## src/rtl/datapath_cmd_sequencer.sv

```systemverilog
// Command stage for the datapath: captures host commands written over the logic analyzer,
// queues them in a small show-ahead FIFO and issues them over a valid/ready handshake.
module datapath_cmd_sequencer #(
    parameter int DATA_W     = 32,
    parameter int ADDR_W     = 5,
    parameter int FIFO_DEPTH = 4
) (
    input  logic              wb_clk_i,
    input  logic              wb_rst_ni,
    input  logic [127:0]      la_data_in,
    input  logic [127:0]      la_oenb,
    output logic [127:0]      la_data_out,
    output logic              cmd_valid,
    input  logic              cmd_ready,
    output logic [2:0]        cmd_op,
    output logic [ADDR_W-1:0] cmd_rd,
    output logic [ADDR_W-1:0] cmd_rs1,
    output logic [ADDR_W-1:0] cmd_rs2,
    output logic [DATA_W-1:0] cmd_imm
);

    localparam int PTR_W   = $clog2(FIFO_DEPTH);
    localparam int CNT_W   = PTR_W + 1;
    localparam int RD_LSB  = DATA_W;
    localparam int RS1_LSB = RD_LSB + ADDR_W;
    localparam int RS2_LSB = RS1_LSB + ADDR_W;
    localparam int OP_LSB  = RS2_LSB + ADDR_W;

    typedef struct packed {
        logic [2:0]        op;
        logic [ADDR_W-1:0] rd;
        logic [ADDR_W-1:0] rs1;
        logic [ADDR_W-1:0] rs2;
        logic [DATA_W-1:0] imm;
    } entry_t;

    entry_t             mem [FIFO_DEPTH];
    entry_t             new_entry;
    entry_t             head;
    logic [PTR_W-1:0]   wr_ptr;
    logic [PTR_W-1:0]   rd_ptr;
    logic [CNT_W-1:0]   count;
    logic [CNT_W-1:0]   count_next;
    logic [15:0]        issue_cnt;
    logic [15:0]        issue_next;
    logic               strb_q;
    logic               armed;
    logic               ovf_sticky;
    logic               ill_sticky;
    logic               ovf_next;
    logic               ill_next;
    logic               detect;
    logic               pop;
    logic               push_req;
    logic               push;
    logic               clr;
    logic [2:0]         op_in;
    logic [127:0]       status_next;
    logic               unused_bits;

    assign unused_bits = ^{la_oenb[126:0], la_data_in[126:OP_LSB+3]};

    always_comb begin
        new_entry     = '0;
        new_entry.op  = la_data_in[OP_LSB +: 3];
        new_entry.rd  = la_data_in[RD_LSB +: ADDR_W];
        new_entry.rs1 = la_data_in[RS1_LSB +: ADDR_W];
        new_entry.rs2 = la_data_in[RS2_LSB +: ADDR_W];
        new_entry.imm = la_data_in[DATA_W-1:0];
    end

    assign head      = mem[rd_ptr];
    assign cmd_valid = (count != '0);
    assign cmd_op    = cmd_valid ? head.op  : '0;
    assign cmd_rd    = cmd_valid ? head.rd  : '0;
    assign cmd_rs1   = cmd_valid ? head.rs1 : '0;
    assign cmd_rs2   = cmd_valid ? head.rs2 : '0;
    assign cmd_imm   = cmd_valid ? head.imm : '0;

    // A pop in the same cycle frees a slot, so a full FIFO can still accept a push.
    always_comb begin
        op_in      = la_data_in[OP_LSB +: 3];
        detect     = armed && !la_oenb[127] && (la_data_in[127] != strb_q);
        pop        = cmd_valid && cmd_ready;
        push_req   = detect && (op_in >= 3'd1) && (op_in <= 3'd4);
        push       = push_req && ((count < CNT_W'(FIFO_DEPTH)) || pop);
        clr        = detect && (op_in == 3'd5);
        count_next = count;
        if (push && !pop) begin
            count_next = count + CNT_W'(1);
        end else if (pop && !push) begin
            count_next = count - CNT_W'(1);
        end
        ovf_next   = clr ? 1'b0 : (ovf_sticky || (push_req && !push));
        ill_next   = clr ? 1'b0 : (ill_sticky || (detect && (op_in >= 3'd6)));
        issue_next = issue_cnt + (pop ? 16'd1 : 16'd0);
        status_next        = '0;
        status_next[3:0]   = 4'(count_next);
        status_next[4]     = (count_next == CNT_W'(FIFO_DEPTH));
        status_next[5]     = (count_next == '0);
        status_next[6]     = ovf_next;
        status_next[7]     = ill_next;
        status_next[23:8]  = issue_next;
    end

    // armed stays low for the first cycle after reset so a strobe already high is not taken as a toggle.
    always_ff @(posedge wb_clk_i or negedge wb_rst_ni) begin
        if (!wb_rst_ni) begin
            strb_q      <= 1'b0;
            armed       <= 1'b0;
            wr_ptr      <= '0;
            rd_ptr      <= '0;
            count       <= '0;
            ovf_sticky  <= 1'b0;
            ill_sticky  <= 1'b0;
            issue_cnt   <= '0;
            la_data_out <= '0;
        end else begin
            strb_q      <= la_data_in[127];
            armed       <= 1'b1;
            count       <= count_next;
            ovf_sticky  <= ovf_next;
            ill_sticky  <= ill_next;
            issue_cnt   <= issue_next;
            la_data_out <= status_next;
            if (push) begin
                wr_ptr <= wr_ptr + PTR_W'(1);
            end
            if (pop) begin
                rd_ptr <= rd_ptr + PTR_W'(1);
            end
        end
    end

    always_ff @(posedge wb_clk_i) begin
        if (push) begin
            mem[wr_ptr] <= new_entry;
        end
    end

endmodule

```

## config.mk

```make
export PLATFORM = sky130hd
export DESIGN_NAME = datapath_cmd_sequencer
export DESIGN_NICKNAME = d
export VERILOG_FILES = /design/src/rtl/datapath_cmd_sequencer.sv
export SDC_FILE = /design/constraint.sdc
export NUM_CORES = 1
export LEC_CHECK = 0
export ABC_AREA = 0
export ABC_CLOCK_PERIOD_IN_PS = 2580
export CELL_PAD_IN_SITES_DETAIL_PLACEMENT = 0
export CELL_PAD_IN_SITES_GLOBAL_PLACEMENT = 1
export CORE_MARGIN = 2
export CORE_UTILIZATION = 31
export CTS_BUF_LIST = sky130_fd_sc_hd__clkbuf_8
export DETAILED_ROUTE_END_ITERATION = 10
export GPL_TIMING_DRIVEN = 0
export PLACE_DENSITY = 0.89
export SETUP_SLACK_MARGIN = 0.02
export SLEW_MARGIN = 30
export SYNTH_ARGS = -nofsm -noshare
export SYNTH_HDL_FRONTEND = slang
export SYNTH_SLANG_ARGS = --single-unit
```

## constraint.sdc

```tcl
create_clock -name wb_clk_i -period 2.58 [get_ports wb_clk_i]
set_clock_uncertainty 0.05 [all_clocks]
set_input_delay 0.516 -clock wb_clk_i [delete_from_list [all_inputs] [get_ports wb_clk_i]]
set_output_delay 0.516 -clock wb_clk_i [all_outputs]
set_load 0.02 [all_outputs]
```

==> impl_metrics.py, run 1 <==
metrics = {
    "power": {
        "intPower_mw": 8.73,
        "powerDensity_nw_per_um2": 993,
        "p_sw_frac": 0.327,
        "clkPwrFrac": 0.244,
        "vdd_ir_drop_max_uv": 653,
        "pwr-share-comb": 0.417,
        "p_sw_mw": 4.25,
        "p_seq_frac": 0.339,
        "p_total_mw": 13.0,
        "p_leak_nw": 5.10,
    },
    "placed_design": {
        "place.gp.congestion": 0.717,
        "dpl_cell_area_um2": 12000,
        "hpwlAfterDp_um": 12600,
        "post-place-cells": 1189,
        "port_buffers": 128,
        "place_ws_ns": -0.667,
    },
    "setup_path": {
        "cp.required_ns": 2.01,
        "end_kind": "primary output",
        "critPathKind": "register to primary output",
        "worst_setup_path_start_kind": "register",
        "crit_slowest_cell": "mux4_2",
        "arrival_ns": 2.17,
        "path_buf_inv": 5,
        "worst_path_largest_cell_delay_ns": 0.41,
        "ff2ff_setup_slack_ns": 0.25,
        "cp_top_family": "buffers and inverters",
        "crit_path_cell_trace": "buf_12, buf_4, buf_6, buf_4, mux4_2, and2_4, buf_6",
        "cp_max_fo": 8,
    },
    "yosys": {
        "ys_types": 43,
        "syn-instance-count": 551,
        "avgSynthCellArea_um2": 17.7,
        "syn_area_um2": 9780,
        "synth_edf_count": 200,
        "yosys_register_bits": 229,
        "ys_async_sr_fraction": 0.127,
        "synthFlopType": "edfxtp_1",
        "yosysWarnings": 0,
        "yosysSeqAreaShare": 0.688,
    },
    "timing": {
        "hold_viol": 0,
        "worst_slack_ns": -0.154,
        "slew_violations": 0,
        "rsz0062_at_grt": "true",
        "fmax_mhz": 366,
        "setup_viol_count_final": 46,
        "finalCritPeriodShare": 1.06,
        "period_needed_ns": 2.73,
        "relSlewSlack": 0.560,
        "tightest_slew_ns": 0.661,
    },
    "layout": {
        "instances_no_fill": 1279,
        "nets": 1113,
        "drive_gt1_frac": 0.387,
        "fin_util": 0.417,
        "layout_common_cells": "200 x edfxtp_1, 118 x buf_4, 106 x conb_1",
        "design_area_um2": 13100,
        "layout_commonest_cell": "edfxtp_1",
        "area_growth_pct": 33.6,
        "fill_cells": 2798,
        "seq_area_um2": 6730,
        "multi_input_area_um2": 2640,
    },
    "drt": {
        "dr.pass1.iters": 5,
        "drtIter0Drc": 183,
        "wl_per_cell_um": 16.1,
        "postRouteAntennaNets": 0,
        "vias_per_cell": 4.15,
        "routed_wl_um": 20600,
        "drc": 0,
        "num_vias": 5302,
    },
    "die": {
        "initial_core_util": 0.312,
        "io_pins": 438,
        "die_y_um": 182,
        "row_count": 65,
        "core_region_area_um2": 31300,
        "die_width_um": 182,
        "dieArea_um2": 33000,
    },
    "clock_tree": {
        "h-tree-depth": 2,
        "clock-root-buffer": "clkbuf_8",
        "clkTransAtPathRegs_ns": 0.06,
        "clk-insertion-delay-late_ns": 0.54,
        "cts_tree": "yes",
        "clockBufferDepth": 3,
        "cts_buffers": 41,
        "clock-sinks": 229,
    },
    "run_status": {
        "status": "complete, but fails checks",
        "violations": "setup timing",
    },
    "grt": {
        "grt_pass1_wl_um": 31100,
        "grt_use_met3": 0.0447,
        "grtUsageMet2": 0.212,
        "top_usage_layer": "met2",
        "overflow": 0,
        "grt_pass1_vias": 5347,
        "antenna_found_initial": 1,
        "grt_max_degree": 30,
        "met1_usage": 0.147,
        "grt_use_total": 0.124,
    },
    "hold_path": {
        "hp-class": "register to register",
    },
    "job": {
        "drv_cap": 0,
    },
}
==> flip-flops by register name, indices dropped and copies added, names as in the netlist <==
name and flops:
strb_q 1, issue_cnt 15, rd_ptr 2, wr_ptr 2, armed 1, mem 200, la_data_out 6, count 2
==> kinds of logic (layout without fill, tap and decap cells) <==
kind of cell | after synthesis | after routing | synth area share
AO/OA/AOI/OAI | 11 | 11 | 0.00870
XOR/XNOR | 20 | 20 | 0.0187
adder cells (fa/ha/maj) | 9 | 9 | 0.0115
buffers and inverters | 131 | 348 | 0.0930
flip-flops | 229 | 229 | 0.688
multiplexers | 52 | 52 | 0.117
other | 2 | 107 | 0.000768
AND/OR/NAND/NOR | 97 | 101 | 0.0618
==> what timing repair did <==
item | in CTS | in global routing
cloned | 5 | 1
gates resized for setup | 285 | 44
setup endpoints to repair | 154 | 54
pin swaps | 5 | 7
hold buffers | 1 | 0
setup buffers | 8 | 2
endpoints found under the hold margin | 29 | 0
==> power by group through the flow <==
stage / Combinational (mW) / Sequential, mW / Clock (mW)
final: 5.41 / 4.41 / 3.16
after global routing: 5.83 / 4.43 / 3.47
after CTS: 5.25 / 4.40 / 3.31
after detailed placement: 5.02 / 4.46 / 0
after global placement: 4.96 / 4.45 / 0
after floorplan: 2.92 / 4.53 / 0
==> area by class of cell <==
cell class,instances,share of cell area
flip-flops and latches,229,0.515
multi-input cells,299,0.202
repair buffers,144,0.105
plain buffers,124,0.0793
clock buffers,41,0.0432
well taps,402,0.0385
clock inverters,33,0.0152
inverters,6,0.00172
diodes,1,0.000192
==> per-layer routing <==
metal / up-vias / wire [µm]
met5: - / 0
met4: 0 / 401
met3: 40 / 1830
met2: 218 / 9900
met1: 2587 / 8470
li1: 2457 / -
==> cell usage after synthesis (2+ instances only) <==
library cell	n	share of area
buf_2	7	0.0036
a21oi_1	2	0.0010
buf_4	107	0.082
mux2i_1	2	0.0020
xor2_1	4	0.0036
nand3_1	6	0.0031
conb_1	2	0.00077
ha_1	9	0.012
dfrtp_1	29	0.074
clkbuf_1	10	0.0038
edfxtp_1	200	0.61
and2_1	54	0.035
mux4_2	50	0.12
o21ai_0	2	0.0010
nor2_1	5	0.0019
nand2_1	10	0.0038
xnor2_1	15	0.013
inv_1	6	0.0023
and3_1	3	0.0019
nand4_1	4	0.0026
and4_1	2	0.0018
==> stage by stage <==
stage / setup TNS [ns] / hold slack [ns]
2_1_floorplan: 0 / 0.170
3_5_place_dp: -121.10 / 0.416
5_1_grt: -7.93 / 0.437
6_report: -2.95 / 0.427
4_1_cts: -5.54 / 0.423
3_3_place_gp: -238.37 / 0.420
==> worst reg2reg max path: stages (launching register included) <==
cell and delay [ns]:
dfrtp_1 0.36, inv_1 0.07, ha_2 0.20, nand2b_4 0.07
buf_6 0.14, nand2_2 0.11, inv_2 0.12, ha_2 0.23
ha_2 0.22, nand2_1 0.09, or2_2 0.33, nor2_1 0.13
xor2_1 0.15
==> path summary, 6_finish.rpt <==
| check | from | to | cells past startpoint |
|---|---|---|---|
| worst max-delay path | rd_ptr[0]$_DFFE_PN0P_ | cmd_rs2[4] | 7 |
| worst min-delay path | la_data_out[23]$_DFF_PN0_ | la_data_out[23]$_DFF_PN0_ | 1 |
| worst max register to register | count[0]$_DFF_PN0_ | issue_cnt[14]$_DFF_PN0_ | 12 |
| worst min register to register | la_data_out[23]$_DFF_PN0_ | la_data_out[23]$_DFF_PN0_ | 1 |
| max in group asynchronous | wb_rst_ni | rd_ptr[1]$_DFFE_PN0P_ | 2 |
| min in group asynchronous | wb_rst_ni | la_data_out[5]$_DFF_PN0_ | 2 |
Note: power is estimated with default switching activity, not from simulation.
==> inputs of run 2 (changes only) <==
Settings changed: SETUP_SLACK_MARGIN 0.02 to 0.4.
==> run 2 against run 1 <==
Net effect:
- the run still ends with setup timing left
- power increased by 1.9%
- die area is the same
- sequential power barely moved
- register-to-register slack better by 0.29 ns
- critical endpoint is now cmd_imm[28]
- largest cell class unchanged
==> impl_metrics.py, run 2 (synthesis gave the netlist of run 1 again) <==
metrics = {
    "run_status": {
        "status": "complete, but fails checks",
        "violations": "setup timing",
    },
    "timing": {
        "tns_ns": -2.45,
        "relSlewSlack": 0.568,
        "rsz0062_at_grt": "true",
        "slew_violations": 0,
        "fmax_mhz": 374,
        "finalCritPeriodShare": 1.04,
        "tightest_slew_ns": 0.648,
        "period_needed_ns": 2.67,
        "worst_slack_ns": -0.0940,
        "timing.hold.ws_ns": 0.421,
        "setup_viol_count_final": 48,
        "hold_viol": 0,
    },
    "clock_tree": {
        "cts_buffers": 38,
        "clock-sinks": 229,
        "clkTransAtPathRegs_ns": 0.06,
        "clk-insertion-delay-late_ns": 0.53,
        "clock-root-buffer": "clkbuf_8",
        "cts_tree": "yes",
        "clockBufferDepth": 3,
        "h-tree-depth": 2,
    },
    "hold_path": {
        "hp-start": "la_data_out[23]$_DFF_PN0_",
        "hp-class": "register to register",
    },
    "power": {
        "pwr-share-comb": 0.448,
        "powerDensity_nw_per_um2": 992,
        "p_leak_nw": 5.36,
        "vdd_ir_drop_max_uv": 646,
        "p_sw_frac": 0.326,
        "p_sw_mw": 4.31,
        "clkPwrFrac": 0.219,
        "intPower_mw": 8.91,
        "p_seq_frac": 0.332,
    },
    "grt": {
        "grt_pass1_wl_um": 31000,
        "antenna_found_initial": 1,
        "grt_pass1_vias": 5398,
        "overflow": 0,
        "grt_use_total": 0.126,
        "grt_max_degree": 33,
    },
    "drt": {
        "routed_wl_um": 21000,
        "dr.pass1.iters": 4,
        "postRouteAntennaNets": 0,
        "num_vias": 5316,
        "drtIter0Drc": 170,
        "drc": 0,
        "vias_per_cell": 4.12,
        "wl_per_cell_um": 16.3,
    },
    "die": {
        "die_width_um": 182,
        "dieArea_um2": 33000,
        "die_y_um": 182,
        "initial_core_util": 0.312,
        "core_region_area_um2": 31300,
        "io_pins": 438,
        "row_count": 65,
    },
    "layout": {
        "fin_util": 0.426,
        "nets": 1126,
        "largest_reg_flops": 200,
        "top_register": "mem",
        "reg_top3": "mem (200), issue_cnt (15), la_data_out (6)",
        "design_area_um2": 13300,
        "fill_cells": 2824,
        "layout_commonest_cell": "edfxtp_1",
        "area_growth_pct": 36.3,
        "drive_gt1_frac": 0.406,
        "layout_common_cells": "200 x edfxtp_1, 123 x buf_4, 106 x conb_1",
    },
    "placed_design": {
        "hpwlAfterDp_um": 13200,
        "port_buffers": 128,
        "dpl_cell_area_um2": 12100,
        "place.gp.congestion": 0.691,
    },
    "setup_path": {
        "cp_top_family": "buffers and inverters",
        "crit_slowest_cell": "mux4_2",
        "critPathKind": "register to primary output",
        "crit_path_cell_trace": "buf_12, buf_12, buf_12, mux4_2, and2_4, buf_6",
        "path_buf_inv": 4,
        "worstSetupStartpoint": "rd_ptr[0]$_DFFE_PN0P_",
        "cpMostUsedCell": "buf_12",
        "cp.required_ns": 2.01,
        "arrival_ns": 2.11,
        "worst_path_largest_cell_delay_ns": 0.51,
        "worst_setup_path_start_kind": "register",
        "reg2reg_from": "count[0]$_DFF_PN0_",
        "cp_max_fo": 8,
        "end_kind": "primary output",
    },
    "job": {
        "drv_cap": 0,
    },
}
-- run 2: per-stage QoR --
step	setup WS, ns	total power [mW]	cells
floorplan	0.211	7.48	655
global placement	-1.13	9.47	1185
detailed placement	-0.634	9.54	1189
CTS	-0.256	12.9	1279
global route	-0.182	13.9	1290
finish	-0.0940	13.2	1290
-- run 2: path summary, 6_finish.rpt --
path | to | slack [ns] | depth (start not counted)
max | cmd_imm[28] | -0.09 | 6
min | la_data_out[23]$_DFF_PN0_ | 0.42 | 1
max reg2reg | issue_cnt[14]$_DFF_PN0_ | 0.54 | 12
min reg2reg | la_data_out[23]$_DFF_PN0_ | 0.42 | 1
max in group asynchronous | count[0]$_DFF_PN0_ | 1.53 | 2
min in group asynchronous | armed$_DFF_PN0_ | 0.49 | 2
-- run 2: worst register-to-register path: cells and delay by family, from the launching register on --
family	cells	cell delay (ns)
xor+xnor	1	0.14
fa+ha+maj	3	0.49
buf+inv	3	0.30
flops	1	0.37
simple gates	5	0.63
-- run 2: metal layers --
layer,vias to the layer above,track usage,share of wire
li1,2488,-,-
met1,2573,0.149,0.40
met2,216,0.218,0.49
met3,39,0.0389,0.083
met4,0,0.0413,0.026
met5,-,0,0
-- run 2: area by class of cell --
type,count,area [µm²],share of cell area
clock inverters,30,155,0.0116
diodes,1,2.50,0.000188
plain buffers,125,1080,0.0809
inverters,6,27.5,0.00207
repair buffers,160,1600,0.120
well taps,402,503,0.0377
clock buffers,39,537,0.0403
flip-flops and latches,229,6730,0.505
multi-input cells,298,2690,0.202
-- run 2: timing repair --
action / CTS / global route
hold endpoints to repair: 29 / 0
hold buffers: 1 / 0
cloned: 5 / 0
gates resized for setup: 308 / 79
pin swaps: 6 / 3
setup endpoints to repair: 268 / 207
setup buffers: 15 / 10
-- run 2: power groups by stage --
| stage | combinational, mW | clock (mW) | sequential (mW) |
|---|---|---|---|
| 6_report | 5.93 | 2.90 | 4.39 |
| 3_5_place_dp | 5.08 | 0 | 4.47 |
| 3_3_place_gp | 5.01 | 0 | 4.46 |
| 2_1_floorplan | 2.94 | 0 | 4.54 |
| 4_1_cts | 5.47 | 3.02 | 4.39 |
| 5_1_grt | 6.36 | 3.18 | 4.41 |
